==> src/rtl/rv32m_wb_sched.sv <==
// Register-file write-port arbiter between the WB stage and the multi-cycle mul/div unit.
// Also holds the one-entry mul/div destination scoreboard that drives decode hazard stalls.
module rv32m_wb_sched #(
    parameter int XLEN         = 32,
    parameter int AW           = 5,
    parameter int STARVE_LIMIT = 4
) (
    input  logic            clk,
    input  logic            rst,
    input  logic            i_wb_valid,
    input  logic [AW-1:0]   i_wb_rd,
    input  logic [XLEN-1:0] i_wb_data,
    output logic            o_wb_stall,
    input  logic            i_md_issue,
    input  logic [AW-1:0]   i_md_rd,
    input  logic            i_md_res_valid,
    input  logic [XLEN-1:0] i_md_res_data,
    output logic            o_md_res_ready,
    input  logic [AW-1:0]   i_id_rs1,
    input  logic [AW-1:0]   i_id_rs2,
    input  logic [AW-1:0]   i_id_rd,
    input  logic            i_id_md_op,
    output logic            o_id_stall,
    output logic            o_rf_we,
    output logic [AW-1:0]   o_rf_rd,
    output logic [XLEN-1:0] o_rf_data,
    output logic [1:0]      o_dbg_state
);

    typedef enum logic [1:0] {
        S_IDLE = 2'd0,
        S_EXEC = 2'd1,
        S_WAIT = 2'd2
    } state_t;

    state_t          state_q, state_d;
    logic [AW-1:0]   pend_rd_q, pend_rd_d;
    logic [XLEN-1:0] buf_data_q, buf_data_d;
    logic [3:0]      starve_cnt_q, starve_cnt_d;

    logic wb_req;
    logic starved;

    // Handshake: the mul/div result transfers on any cycle where i_md_res_valid and o_md_res_ready are both high.
    assign wb_req  = i_wb_valid && (i_wb_rd != '0);
    assign starved = (starve_cnt_q == 4'(STARVE_LIMIT));

    always_ff @(posedge clk or posedge rst) begin
        if (rst) begin
            state_q      <= S_IDLE;
            pend_rd_q    <= '0;
            buf_data_q   <= '0;
            starve_cnt_q <= '0;
        end else begin
            state_q      <= state_d;
            pend_rd_q    <= pend_rd_d;
            buf_data_q   <= buf_data_d;
            starve_cnt_q <= starve_cnt_d;
        end
    end

    always_comb begin
        state_d      = state_q;
        pend_rd_d    = pend_rd_q;
        buf_data_d   = buf_data_q;
        starve_cnt_d = starve_cnt_q;
        case (state_q)
            S_IDLE: begin
                if (i_md_issue) begin
                    pend_rd_d = i_md_rd;
                    state_d   = S_EXEC;
                end
            end
            S_EXEC: begin
                if (i_md_res_valid) begin
                    // x0 results are dropped; otherwise buffer only if WB owns the port.
                    if ((pend_rd_q == '0) || !wb_req) begin
                        state_d = S_IDLE;
                    end else begin
                        buf_data_d   = i_md_res_data;
                        starve_cnt_d = '0;
                        state_d      = S_WAIT;
                    end
                end
            end
            S_WAIT: begin
                if (!wb_req || starved) begin
                    state_d = S_IDLE;
                end else begin
                    starve_cnt_d = starve_cnt_q + 4'd1;
                end
            end
            default: state_d = S_IDLE;
        endcase
    end

    always_comb begin
        o_rf_we        = wb_req;
        o_rf_rd        = i_wb_rd;
        o_rf_data      = i_wb_data;
        o_wb_stall     = 1'b0;
        o_md_res_ready = 1'b0;
        case (state_q)
            S_EXEC: begin
                o_md_res_ready = 1'b1;
                if (i_md_res_valid && (pend_rd_q != '0) && !wb_req) begin
                    o_rf_we   = 1'b1;
                    o_rf_rd   = pend_rd_q;
                    o_rf_data = i_md_res_data;
                end
            end
            S_WAIT: begin
                if (!wb_req || starved) begin
                    o_rf_we    = 1'b1;
                    o_rf_rd    = pend_rd_q;
                    o_rf_data  = buf_data_q;
                    o_wb_stall = wb_req;
                end
            end
            default: ;
        endcase
        if (rst) begin
            o_rf_we        = 1'b0;
            o_rf_rd        = '0;
            o_rf_data      = '0;
            o_wb_stall     = 1'b0;
            o_md_res_ready = 1'b0;
        end
    end

    // Stall stays up through the mul/div write cycle because state only returns to IDLE afterwards.
    always_comb begin
        o_id_stall = 1'b0;
        if ((state_q != S_IDLE) && (pend_rd_q != '0) &&
            ((i_id_rs1 == pend_rd_q) || (i_id_rs2 == pend_rd_q) || (i_id_rd == pend_rd_q)))
            o_id_stall = 1'b1;
        if (i_md_issue && (i_md_rd != '0) &&
            ((i_id_rs1 == i_md_rd) || (i_id_rs2 == i_md_rd) || (i_id_rd == i_md_rd)))
            o_id_stall = 1'b1;
        if (i_id_md_op && ((state_q != S_IDLE) || i_md_issue))
            o_id_stall = 1'b1;
        if (rst)
            o_id_stall = 1'b0;
    end

    assign o_dbg_state = state_q;

endmodule
==> config.mk <==
export PLATFORM = sky130hd
export DESIGN_NAME = rv32m_wb_sched
export DESIGN_NICKNAME = d
export VERILOG_FILES = /design/src/rtl/rv32m_wb_sched.sv
export SDC_FILE = /design/constraint.sdc
export NUM_CORES = 1
export LEC_CHECK = 0
export ABC_CLOCK_PERIOD_IN_PS = 2700
export CORE_MARGIN = 2
export CORE_UTILIZATION = 40
export DETAILED_ROUTE_END_ITERATION = 10
export PLACE_DENSITY = 0.75
export SETUP_SLACK_MARGIN = 0.5
export SYNTH_ARGS = -nofsm -noshare
export SYNTH_HDL_FRONTEND = slang
export SYNTH_SLANG_ARGS = --single-unit
==> constraint.sdc <==
create_clock -name clk -period 2.7 [get_ports clk]
set_input_delay 0.54 -clock clk [delete_from_list [all_inputs] [get_ports clk]]
set_output_delay 0.54 -clock clk [all_outputs]
set_load 0.02 [all_outputs]
==> flow_summary.ini, run 1 <==
[synth]
netlist_top_cells_area = dfrtp_1 (31%), mux2_2 (11%), nand3_1 (10%)
synth_common_cells = nand3_1 (73), dfrtp_1 (43), a31oi_1 (37)
yosysSeqAreaShare_pct = 30.8
netlist_area_um2 = 3490
ys_types = 48
synthCells = 398
synth_flop_cell = dfrtp_1
synth-seq-cells = 43
synth_top_area_cell = dfrtp_1
synth_edf_count = 0
synth.most_common_cell = nand3_1
yosysTopAreaCellShare_pct = 30.8
synth_nets = 498
synth_area_per_cell_um2 = 8.77
async_reset_ff_share_pct = 100
yosysWarnings = 0

[clocking]
clkLatencyLatePin_ns = 0.31
cts_made_buffers = 5
cts_tree = yes
cts_root_buf = clkbuf_8
clkSinkCount = 43
cts_buffer_depth = 2
path_clk_slew_ns = 0.10
hold_buffers = 0
cts_max_level = 2

[critical_path]
cp.arrival_ns = 2.39
critPathKind = input pin to primary output
endpoint_kind = primary output
cp_max_fo = 8
cp-start-kind = input pin
crit_start = i_wb_rd[2]
slowest_delay_ns = 0.57
critical_path.most_common_cell = buf_6
required_ns = 2.16
crit_chain = buf_6, or4_4, o211ai_4, and3_4, buf_6, buf_16, a21oi_4, a31oi_4, buf_6
slowest_stage = or4_4
r2r_start = pend_rd_q[2]$_DFFE_PP0P_

[global_route]
overflow = 0
antenna_found_initial = 0
grt.total_usage_pct = 28.8
grt_pass1_vias = 4228
grt_max_degree = 65
grt_pass1_wl_um = 22100

[timing]
max_freq_ghz = 0.342
layout_setup_ws_ns = -0.225
finalSetupViolations = 37
hold_slack_ns = 0.505
maxSlewHeadroom_pct = 61.6
finalMaxSlewViolations = 0
rsz0062_at_grt = yes
fin_crit_ns = 2.93
skew_ns = 0.0161
period_share_pct = 108
tightest_slew_ns = 0.576
hold_violations = 0

[routing]
wire_per_inst_um = 21.4
drtPass1Iterations = 4
vias = 3963
dr.first_iter.drc_count = 184
ant_nets = 0
routed_wirelength_um = 14700
drc_errors = 0
vias_per_cell = 5.77

[finish]
diodes = 0
syn2layout_area_growth_pct = 95.4
finalCoreUtilization_pct = 79.4
regArea_um2 = 1080
final_nets = 678
drive_gt1_share_pct = 47.5
fillCellCount = 526
multiInputGateArea_um2 = 3280

[worst_hold_path]
min_path_type = input pin to async pin

[power_and_ir_drop]
p_switching_uw = 2880
clockPowerShare_pct = 7.1
power_density_nw_per_um2 = 880
power_frac_comb_pct = 72.8
ir_drop_mv = 0.465
internal_power_uw = 3120
sequentialPowerShare_pct = 20.0
power.share.switching_pct = 47.9
p_leak_uw = 0.00243

[floorplan]
num_io_pins = 138
die_area_um2 = 9490
start_util_pct = 40.6
fp-row-count = 34
core_area_um2 = 8590
chipWidth_um = 97.4
die_h_um = 97.4

[place]
portBuffers = 137
gp_congestion = 0.865
hpwl_um = 8500

[flow_run]
max_cap_violations = 0

[status]
violations = setup timing
status = finished, violations left
[final cells by class]
class	instances	area share [%]
timing repair buffer	208	32.3
clock inverter	2	0.183
inverter	8	0.495
sequential	43	15.8
clock buffer	6	1.06
multi-input combinational	312	48.1
tap	108	1.98
[layer usage]
| layer | wire, um | vias to the layer above | global-route usage, % |
|---|---|---|---|
| met5 | 0 | - | 0 |
| met2 | 7650 | 167 | 50.7 |
| met1 | 5750 | 1926 | 35.7 |
| met3 | 789 | 41 | 5.11 |
| met4 | 495 | 0 | 9.51 |
| li1 | - | 1829 | - |
[final timing paths]
path | slack, ns | to | cells past startpoint
max | -0.23 | o_rf_data[5] | 9
min | 0.51 | buf_data_q[14]$_DFFE_PP0P_ | 3
min in group clk | 0.51 | buf_data_q[31]$_DFFE_PP0P_ | 1
min reg2reg | 0.51 | buf_data_q[31]$_DFFE_PP0P_ | 1
max reg2reg | 0.51 | buf_data_q[15]$_DFFE_PP0P_ | 8
max in group asynchronous | 1.80 | buf_data_q[24]$_DFFE_PP0P_ | 3
[state kept, by name, indices dropped and copies added, names as in the netlist]
register / count
o_dbg_state: 2
pend_rd_q: 5
starve_cnt_q: 4
buf_data_q: 32
[power groups by stage]
stage                     clock network (uW)  logic, uW  registers [uW]
after floorplan                            0       2240            1100
after global placement                     0       3340            1110
after detailed placement                   0       3430            1130
after CTS                                422       4010            1140
after global routing                     461       4600            1240
final                                    429       4370            1200
[cells in the final DEF, fill, tap and decap left out, types with 4 or more instances in the layout]
cell / n
dlygate4sd2_1: 18
a21oi_4: 10
a21oi_1: 7
a22o_1: 5
buf_6: 49
mux2_2: 35
nand3_2: 6
a31oi_1: 4
xor2_1: 8
nand2_1: 11
clkdlybuf4s50_1: 73
dfrtp_1: 43
buf_4: 47
buf_12: 8
nor2b_1: 32
nand3_1: 37
buf_16: 7
inv_1: 7
a31oi_4: 32
xnor2_1: 22
a21oi_2: 21
ha_1: 4
nand3_4: 32
clkbuf_8: 5
[timing repair]
item	CTS	global route
gates resized for setup	372	33
gates cloned	6	1
endpoints found under the setup margin	79	44
setup buffers	11	5
pin swaps	60	28
[worst max-delay path: cells and delay by family]
kind / cells / cell delay (ns)
AO/OA/AOI/OAI: 3 / 0.48
buffers and inverters: 4 / 0.53
AND/OR/NAND/NOR: 2 / 0.83
[cell families (layout without fill, tap and decap cells)]
family,count (synthesis),count (layout),synth area share (%)
buf+inv,43,224,7.21
mux,37,37,11.9
compound gates,97,97,18.0
fa+ha+maj,5,5,1.79
xor+xnor,30,30,7.53
simple gates,143,143,22.7
flops,43,43,30.8
[metrics by stage]
stage / area, um2 / setup TNS [ns] / std cells / setup slack, ns / total power (uW)
2_1_floorplan: 4000 / 0 / 398 / 0.166 / 3340
3_5_place_dp: 5740 / -35.26 / 656 / -0.956 / 4560
5_1_grt: 6820 / -8.26 / 687 / -0.276 / 6300
4_1_cts: 6600 / -5.35 / 681 / -0.181 / 5570
3_3_place_gp: 5740 / -33.58 / 656 / -0.894 / 4450
6_report: 6820 / -6.57 / 687 / -0.225 / 6000
Note: power is estimated with default switching activity, not from simulation.
==> run 2: changes to the inputs <==
==> constraint.sdc (replaced) <==
create_clock -name clk -period 2.7 [get_ports clk]
set_input_delay 0.405 -clock clk [delete_from_list [all_inputs] [get_ports clk]]
set_output_delay 0.405 -clock clk [all_outputs]
set_load 0.02 [all_outputs]
==> flow_summary.ini, run 2 (synthesis results as in run 1) <==
[timing]
tightest_slew_ns = 0.645
finalSetupViolations = 34
period_share_pct = 105
hold_violations = 0
fin_crit_ns = 2.82
rsz0062_at_grt = yes
skew_ns = 0.0107
fin_setup_tns_ns = -1.58
layout_setup_ws_ns = -0.124
max_freq_ghz = 0.354
maxSlewHeadroom_pct = 56.5
finalMaxSlewViolations = 0

[finish]
reg_top3 = buf_data_q (32), pend_rd_q (5), starve_cnt_q (4)
stdcell_count = 720
final_nets = 711
drive_gt1_share_pct = 54.9
diodes = 0
finalInstanceArea_um2 = 7620
top_register = buf_data_q
syn2layout_area_growth_pct = 118
largest_reg_flops = 32
layout_common_cells = clkdlybuf4s50_1 (85), buf_4 (62), buf_6 (57)
layout_commonest_cell = clkdlybuf4s50_1
fillCellCount = 335

[critical_path]
reg2reg_depth = 8
cp_max_fo = 8
crit_chain = buf_6, or4_4, buf_6, o21a_4, nor2_4, buf_6, buf_12, buf_12, nand3_1, a31oi_4, buf_6
critPathKind = input pin to primary output
cp.arrival_ns = 2.42
slowest_stage = or4_4
rrSetupSlack_ns = 0.44
critical_path.most_common_cell = buf_6
cp_num_buf_inv = 6
crit_start = i_wb_rd[4]
cp-start-kind = input pin
cpLargestDelayFamily = simple AND/OR/NAND/NOR gates
required_ns = 2.30
endpoint_kind = primary output
r2r_start = pend_rd_q[1]$_DFFE_PP0P_
slowest_delay_ns = 0.53
rr_endpoint = buf_data_q[28]$_DFFE_PP0P_

[floorplan]
fp-row-count = 34
die_h_um = 97.4
num_io_pins = 138
core_area_um2 = 8590
start_util_pct = 40.6
die_area_um2 = 9490
chipWidth_um = 97.4

[place]
dpl-instance-area_um2 = 5730
hpwl_um = 8560
portBuffers = 137
place_inst = 657
gp_congestion = 0.888

[clocking]
cts_root_buf = clkbuf_8
cts_buffer_depth = 2
cts_tree = yes
clkSinkCount = 43
cts_max_level = 2
path_clk_slew_ns = 0.11
cts_made_buffers = 5
clkLatencyLatePin_ns = 0.32

[global_route]
grt_pass1_wl_um = 26500
grt.total_usage_pct = 35.7
overflow = 0
antenna_found_initial = 0
grt_max_degree = 61
grt_pass1_vias = 4821

[routing]
drc_errors = 0
vias_per_cell = 6.47
dr.first_iter.drc_count = 393
wire_per_inst_um = 28.6
vias = 4658
routed_wirelength_um = 20600
ant_nets = 0
drtPass1Iterations = 5

[worst_hold_path]
min_path_type = input pin to async pin

[power_and_ir_drop]
power_density_nw_per_um2 = 914
p_leak_uw = 0.00288
ir_drop_mv = 0.837
finalPower_uw = 6970

[flow_run]
max_cap_violations = 0

[status]
status = finished, violations left
violations = setup timing
run 2: worst reg2reg max path, stage by stage (launching register included):
cell and delay [ns]:
dfrtp_1 0.39, or3_4 0.39, or2_4 0.26, buf_4 0.14, buf_6 0.12, buf_4 0.14, nand3_4 0.17, clkbuf_16 0.22
mux2_4 0.31
run 2: cell type report:
class | count | area, um2 | share of cell area, %
flip-flops and latches | 43 | 1080 | 14.1
clock buffers | 5 | 68.8 | 0.903
multi-input cells | 312 | 3620 | 47.6
repair buffers | 241 | 2660 | 34.9
inverters | 8 | 33.8 | 0.443
well taps | 108 | 135 | 1.77
clock inverters | 3 | 20.0 | 0.263
run 2: repair_timing:
action | in CTS | in global routing
gates cloned | 10 | 2
setup buffers | 32 | 11
hold buffers | 0 | 0
pin swaps | 57 | 39
gates resized for setup | 398 | 80
setup endpoints to repair | 70 | 74
run 2: power by group:
part	total [uW]	internal, uW	switching (uW)
sequential	1300	954	343
combinational	5220	2490	2730
clock	452	181	271
total	6970	3620	3350
run 2: worst max-delay path by stage:
stage | endpoint | slack [ns] | cells past startpoint
after floorplan | o_rf_data[10] | 0.44 | 7
after global placement | o_rf_rd[1] | -0.64 | 8
after detailed placement | o_rf_rd[0] | -0.67 | 8
after CTS | o_rf_data[0] | -0.04 | 9
after global routing | o_rf_data[11] | -0.16 | 11
final | o_rf_data[11] | -0.12 | 11
run 2: stage by stage:
step	utilization, %	worst slack, ns	hold slack (ns)
finish	88.7	-0.124	0.418
global route	88.7	-0.160	0.468
CTS	82.9	-0.0385	0.391
detailed placement	66.7	-0.674	0.488
global placement	66.7	-0.640	0.477
floorplan	-	0.441	0.407
run 2: layer usage:
metal  vias up  wire length [um]  GRT usage, %
met1      2280              7300          40.6
met2       342             10400          61.8
met5         -                 0             0
li1       1891                 -             -
met4         0              1510          20.1
met3       145              1420          7.63
==> run 3: changes to the inputs <==
Settings changed: CTS_CLUSTER_DIAMETER set to 40, GPL_ROUTABILITY_DRIVEN set to 0.
==> results of run 3 <==
The final DEF is identical to that of run 2; final timing and power are the same.
